[src/rtl/cordic_rot_pipe.sv]
// cordic_rot_pipe: pipelined CORDIC vector rotator (rotation mode).
// An optional +/-90 degree pre-rotation is followed by NSTAGE shift-add
// micro-rotations and then an optional gain-compensation multiply with
// saturation. Each sample carries its own direction bits, gain enable and tag.
// The micro-rotations are split into groups of REG_EVERY stages, with a
// register after each group. A single global advance signal stalls the
// whole pipeline when the output is held.
module cordic_rot_pipe #(
  parameter int            WL        = 18,
  parameter int            FRAC      = 10,
  parameter int            NSTAGE    = 7,
  parameter int            REG_EVERY = 4,
  parameter int            KW        = 11,
  parameter logic [KW-1:0] KN        = KW'(11'b0_1001101101),
  parameter int            TAG_W     = 4
) (
  input  logic                    clk,
  input  logic                    rst,
  input  logic                    in_valid,
  output logic                    in_ready,
  input  logic signed [WL-1:0]    x_i,
  input  logic signed [WL-1:0]    y_i,
  input  logic                    pre_rot_i,
  input  logic                    angle_pre_i,
  input  logic [NSTAGE-1:0]       dir_i,
  input  logic                    gain_en_i,
  input  logic [TAG_W-1:0]        tag_i,
  output logic                    out_valid,
  input  logic                    out_ready,
  output logic signed [WL-1:0]    x_o,
  output logic signed [WL-1:0]    y_o,
  output logic [TAG_W-1:0]        tag_o
);

  // Two guard bits are enough: the pre-rotation can turn -2^(WL-1) into
  // +2^(WL-1), and the CORDIC gain (< 1.65) applied to a diagonal vector
  // stays below 2^(WL+1).
  localparam int IW = WL + 2;
  // Number of register groups along the rotator.
  localparam int G  = (NSTAGE + REG_EVERY - 1) / REG_EVERY;
  // Width of the gain product: internal word times the zero-extended constant.
  localparam int PW = IW + KW + 1;

  localparam logic signed [PW-1:0] SAT_HI = {{(PW-WL+1){1'b0}}, {(WL-1){1'b1}}};
  localparam logic signed [PW-1:0] SAT_LO = {{(PW-WL+1){1'b1}}, {(WL-1){1'b0}}};
  localparam logic signed [PW-1:0] KN_S   = PW'({1'b0, KN});
  localparam logic signed [PW-1:0] RND    = {{(PW-KW+1){1'b0}}, 1'b1, {(KW-2){1'b0}}};

  // Reject parameter sets outside the supported range at elaboration.
  if (NSTAGE < 4 || NSTAGE > 16 || REG_EVERY < 1 || REG_EVERY > NSTAGE ||
      KW < 2 || FRAC < 0 || FRAC >= WL || TAG_W < 1) begin : g_param_check
    $error("cordic_rot_pipe: illegal parameter combination");
  end

  // Clamp a wide signed value into the WL-bit output range.
  function automatic logic signed [WL-1:0] sat_wl(input logic signed [PW-1:0] v);
    if (v > SAT_HI) begin
      return SAT_HI[WL-1:0];
    end else if (v < SAT_LO) begin
      return SAT_LO[WL-1:0];
    end else begin
      return v[WL-1:0];
    end
  endfunction

  // Multiply by KN (KW-1 fraction bits), then round half-up at bit KW-1.
  function automatic logic signed [PW-1:0] apply_gain(input logic signed [IW-1:0] v);
    logic signed [PW-1:0] prod;
    prod = PW'(v) * KN_S;
    prod = prod + RND;
    return prod >>> (KW - 1);
  endfunction

  // Global advance: the pipeline moves only when the output slot can be freed.
  logic adv;

  // Group registers (one entry per group) and their next values.
  logic signed [IW-1:0] x_q   [G];
  logic signed [IW-1:0] y_q   [G];
  logic signed [IW-1:0] x_d   [G];
  logic signed [IW-1:0] y_d   [G];
  logic                 vld_q [G];
  logic                 vld_d [G];
  logic [NSTAGE-1:0]    dir_q [G];
  logic [NSTAGE-1:0]    dir_d [G];
  logic                 gain_q [G];
  logic                 gain_d [G];
  logic [TAG_W-1:0]     tag_q [G];
  logic [TAG_W-1:0]     tag_d [G];

  // Output register and its next value.
  logic signed [WL-1:0] xo_q, xo_d;
  logic signed [WL-1:0] yo_q, yo_d;
  logic [TAG_W-1:0]     tago_q, tago_d;
  logic                 ovld_q, ovld_d;

  // Entry vector after sign extension and optional pre-rotation.
  logic signed [IW-1:0] ent_x, ent_y;

  assign adv      = !ovld_q || out_ready;
  assign in_ready = adv;

  // Sign-extend the input and apply the +/-90 degree pre-rotation.
  always_comb begin
    ent_x = IW'(x_i);
    ent_y = IW'(y_i);
    if (pre_rot_i) begin
      if (angle_pre_i) begin
        ent_x = -IW'(y_i);
        ent_y = IW'(x_i);
      end else begin
        ent_x = IW'(y_i);
        ent_y = -IW'(x_i);
      end
    end
  end

  // Micro-rotation groups: group g applies stages g*REG_EVERY .. up to the
  // next group boundary, fed by the entry vector (g = 0) or the register of
  // the previous group.
  always_comb begin
    logic signed [IW-1:0] cx, cy, tx;
    logic [NSTAGE-1:0]    cd;
    logic                 cv, cg;
    logic [TAG_W-1:0]     ct;
    cx = '0;
    cy = '0;
    tx = '0;
    cd = '0;
    cv = 1'b0;
    cg = 1'b0;
    ct = '0;
    for (int g = 0; g < G; g++) begin
      if (g == 0) begin
        cx = ent_x;
        cy = ent_y;
        cd = dir_i;
        cv = in_valid;
        cg = gain_en_i;
        ct = tag_i;
      end else begin
        cx = x_q[(g > 0) ? g - 1 : 0];
        cy = y_q[(g > 0) ? g - 1 : 0];
        cd = dir_q[(g > 0) ? g - 1 : 0];
        cv = vld_q[(g > 0) ? g - 1 : 0];
        cg = gain_q[(g > 0) ? g - 1 : 0];
        ct = tag_q[(g > 0) ? g - 1 : 0];
      end
      for (int s = 0; s < NSTAGE; s++) begin
        if (s / REG_EVERY == g) begin
          if (cd[s]) begin
            tx = cx - (cy >>> s);
            cy = cy + (cx >>> s);
          end else begin
            tx = cx + (cy >>> s);
            cy = cy - (cx >>> s);
          end
          cx = tx;
        end
      end
      x_d[g]    = cx;
      y_d[g]    = cy;
      dir_d[g]  = cd;
      vld_d[g]  = cv;
      gain_d[g] = cg;
      tag_d[g]  = ct;
    end
  end

  // Group valid bits: cleared by reset, advance with the pipeline.
  always_ff @(posedge clk) begin
    if (rst) begin
      for (int g = 0; g < G; g++) begin
        vld_q[g] <= 1'b0;
      end
    end else if (adv) begin
      for (int g = 0; g < G; g++) begin
        vld_q[g] <= vld_d[g];
      end
    end
  end

  // Group data and side-band: no reset needed, qualified by the valid bits.
  always_ff @(posedge clk) begin
    if (adv) begin
      for (int g = 0; g < G; g++) begin
        x_q[g]    <= x_d[g];
        y_q[g]    <= y_d[g];
        dir_q[g]  <= dir_d[g];
        gain_q[g] <= gain_d[g];
        tag_q[g]  <= tag_d[g];
      end
    end
  end

  // Output stage: optional gain with rounding, then saturation to WL bits.
  always_comb begin
    if (gain_q[G-1]) begin
      xo_d = sat_wl(apply_gain(x_q[G-1]));
      yo_d = sat_wl(apply_gain(y_q[G-1]));
    end else begin
      xo_d = sat_wl(PW'(x_q[G-1]));
      yo_d = sat_wl(PW'(y_q[G-1]));
    end
    tago_d = tag_q[G-1];
    ovld_d = vld_q[G-1];
  end

  // Output register: cleared by reset, holds while stalled, and loads data
  // only together with a valid sample so bubbles leave the last result visible.
  always_ff @(posedge clk) begin
    if (rst) begin
      ovld_q <= 1'b0;
      xo_q   <= '0;
      yo_q   <= '0;
      tago_q <= '0;
    end else if (adv) begin
      ovld_q <= ovld_d;
      if (ovld_d) begin
        xo_q   <= xo_d;
        yo_q   <= yo_d;
        tago_q <= tago_d;
      end
    end
  end

  assign out_valid = ovld_q;
  assign x_o       = xo_q;
  assign y_o       = yo_q;
  assign tag_o     = tago_q;

endmodule

[config.mk]
export PLATFORM = sky130hd
export DESIGN_NAME = cordic_rot_pipe
export DESIGN_NICKNAME = d
export VERILOG_FILES = /design/src/rtl/cordic_rot_pipe.sv
export SDC_FILE = /design/constraint.sdc
export NUM_CORES = 2
export LEC_CHECK = 0
export BUFFER_PORTS_ARGS = -buffer_cell sky130_fd_sc_hd__buf_4
export CAP_MARGIN = 0
export CORE_UTILIZATION = 59
export CTS_BUF_LIST = sky130_fd_sc_hd__clkbuf_16
export CTS_CLUSTER_DIAMETER = 200
export DETAILED_ROUTE_END_ITERATION = 10
export GPL_ROUTABILITY_DRIVEN = 0
export GPL_TIMING_DRIVEN = 0
export PLACE_DENSITY = 0.76
export SLEW_MARGIN = 20
export SYNTH_ARGS = -nofsm -noshare
export SYNTH_HDL_FRONTEND = slang
export SYNTH_SLANG_ARGS = --single-unit
export TNS_END_PERCENT = 1
[constraint.sdc]
create_clock -name clk -period 21 [get_ports clk]
set_clock_uncertainty 0.2 [all_clocks]
set_input_delay 1.05 -clock clk [delete_from_list [all_inputs] [get_ports clk]]
set_output_delay 1.05 -clock clk [all_outputs]
set_load 0.005 [all_outputs]
==> flow_summary.json <==
{
  "synthTopCellsByArea": "ha_1 (20%), fa_1 (11%), edfxtp_1 (9.2%)",
  "drc": 0,
  "start_util_pct": 60.06,
  "endpoint_kind": "flop",
  "yosysWarnings": 0,
  "grt_max_degree": 61,
  "post-cts-setup-buffer-count": 0,
  "syn2layout_area_growth_pct": 6.850,
  "dieArea_sq_um": 53460,
  "num_rows": 83,
  "utilization_pct": 64.17,
  "vias": 27280,
  "synth_area_sq_um": 31000,
  "slew_headroom_pct": 24.30,
  "slew_violations": 0,
  "async_reset_ff_share_pct": 0,
  "placement.cell_area_sq_um": 32550,
  "detail_route.iter0.violations": 1979,
  "clk_latency_ns": 0.46,
  "setup_viol": 0,
  "r2r_slack_ns": 10.34,
  "netlist_top_cells_count": "ha_1 (500), inv_1 (456), nor2_1 (396)",
  "cts.repair.resized": 0,
  "hold_buffers": 0,
  "coreArea_sq_um": 51610,
  "min_period_over_period_pct": 58.43,
  "final_area_sq_um": 33120,
  "synthCells": 3824,
  "crit_path_frequent_cell": "a21oi_1",
  "hold_start": "tag_q[0][2]$_DFFE_PN_",
  "detail-route-antenna-nets": 0,
  "grt_pass1_wl_um": 128700,
  "syn-num-nets": 4542,
  "cts_tree": "built",
  "wirelength_um": 77020,
  "synth.ff_latch_count": 136,
  "critPathLaunch": "angle_pre_i",
  "die_h_um": 231.2,
  "outcome": "complete, no violations",
  "synth.most_common_cell": "ha_1",
  "synth.top_cell.area_share_pct": 20.18,
  "drive_gt1_share_pct": 5.675,
  "crit_type": "input pin to flop",
  "grt_pass1_vias": 26130,
  "die_w_um": 231.2,
  "slowest_delay_ns": 0.73,
  "min_period_ns": 12.27,
  "synth-edff-count": 95,
  "arrival_ns": 12.27,
  "max_cap_viol_count": 0,
  "wl_per_cell_um": 16.65,
  "yosysSeqAreaShare_pct": 11.85,
  "hold_viol": 0,
  "nFillCells": 4561,
  "clkSinkCount": 136,
  "avgViaCountPerCell": 5.896,
  "fmax_mhz": 81.50,
  "hpwlAfterDp_um": 64620,
  "synth_top_area_cell": "ha_1",
  "tns_ns": 0,
  "worstMarginPinSlew_ns": 1.127,
  "crit_path_top_delay_cell": "nor4_2",
  "root_buffer": "clkbuf_16",
  "grt_overflow": 0,
  "ys_types": 106,
  "numCtsBuffers": 17,
  "avgSynthCellArea_sq_um": 8.106,
  "critPathMaxFanout": 10,
  "critPathRequiredTime_ns": 21.00,
  "r2r-start": "dir_q[0][4]$_DFFE_PN_",
  "antennaDiodeCount": 0,
  "ioPinCount": 96,
  "synthFlopType": "edfxtp_1",
  "ctsLongestPathBuffers": 2,
  "drt_pass1_iterations": 5,
  "rsz0062_at_grt": "false",
  "htreeDepth": 4,
  "start_kind": "input pin",
  "io_buffers": 90,
  "hold_path_class": "flop to flop",
  "grt_use_total_pct": 29.18,
  "cts.clk_slew.worst_paths_ns": 0.07,
  "fin_nets": 4652,
  "antenna_found_initial": 0
}
-- placed cells by master, fill, tap and decap left out, types with 37 or more instances in the layout --
master,instances
xnor2_1,287
nor2b_1,66
xor2_1,145
clkbuf_1,60
edfxtp_1,95
a31oi_1,37
nand2b_1,41
a21o_1,61
a21oi_1,315
dfxtp_1,41
nor3_1,89
nand2_1,204
buf_4,90
a21boi_0,48
inv_1,455
nor2_1,396
o21ai_0,183
ha_1,500
fa_1,164
o21bai_1,37
-- per-stage QoR --
step           setup WS, ns  hold WS (ns)  std cells
2_1_floorplan         10.36        0.2003       3824
3_3_place_gp          8.241        0.2043       4594
3_5_place_dp          8.123        0.2070       4595
4_1_cts               8.566        0.2235       4627
5_1_grt               7.941        0.2378       4627
6_report              8.730        0.2236       4627
-- registers in the layout, summed over array words and instances (netlist names) --
name and count:
y_o 18, out_valid 1, x_o 18, tag_q 8, dir_q 3, vld_q 2
gain_q 2, tag_o 4, y_q 40, x_q 40
-- logic make-up (layout without fill, tap and decap cells) --
| family | Yosys count | in the layout | share of synthesized area (%) |
|---|---|---|---|
| DFF | 136 | 136 | 11.85 |
| AOI/OAI and AO/OA | 973 | 973 | 20.31 |
| muxes | 40 | 40 | 1.368 |
| xor gates and xnor gates | 446 | 446 | 13.17 |
| and+or+nand+nor | 1017 | 1017 | 15.82 |
| adders and majority gates | 664 | 664 | 30.77 |
| buffers and inverters | 548 | 671 | 6.705 |
-- worst max-delay path, delay by kind of cell --
family / cells / cell delay (ns)
AO/OA/AOI/OAI: 14 / 3.17
XOR/XNOR: 7 / 1.92
adder cells (fa/ha/maj): 4 / 1.12
buffers and inverters: 4 / 1.24
multiplexers: 1 / 0.15
AND/OR/NAND/NOR: 11 / 3.58
-- layer usage --
metal / global-route usage (%) / part of all wire [%] / up-vias
met5: 0 / 0 / -
met4: 7.099 / 1.9 / 0
met3: 3.371 / 5.8 / 102
met2: 48.75 / 46 / 789
met1: 40.02 / 47 / 12820
li1: - / - / 13570
-- path summary, 6_finish.rpt --
kind                           endpoint  cells past startpoint
hold reg to reg   tag_q[1][2]$_DFFE_PN_                      0
hold / removal    tag_q[1][2]$_DFFE_PN_                      0
setup / recovery   y_q[0][19]$_DFFE_PN_                     41
setup reg to reg   x_q[0][39]$_DFFE_PN_                     44
-- cell type report --
type	count	area (sq um)	share of cell area (%)
Inverter	461	1733	5.232
Clock buffer	17	425.4	1.284
Sequential cell	136	3674	11.09
Timing Repair Buffer	91	703.2	2.123
Multi-Input combinational cell	3140	25260	76.26
Clock inverter	15	127.6	0.3853
Tap cell	680	850.8	2.569
Buffer	87	347.8	1.050
Power is not shown: default switching activity piles up to over one toggle a cycle in this logic, so the estimate is an artifact.
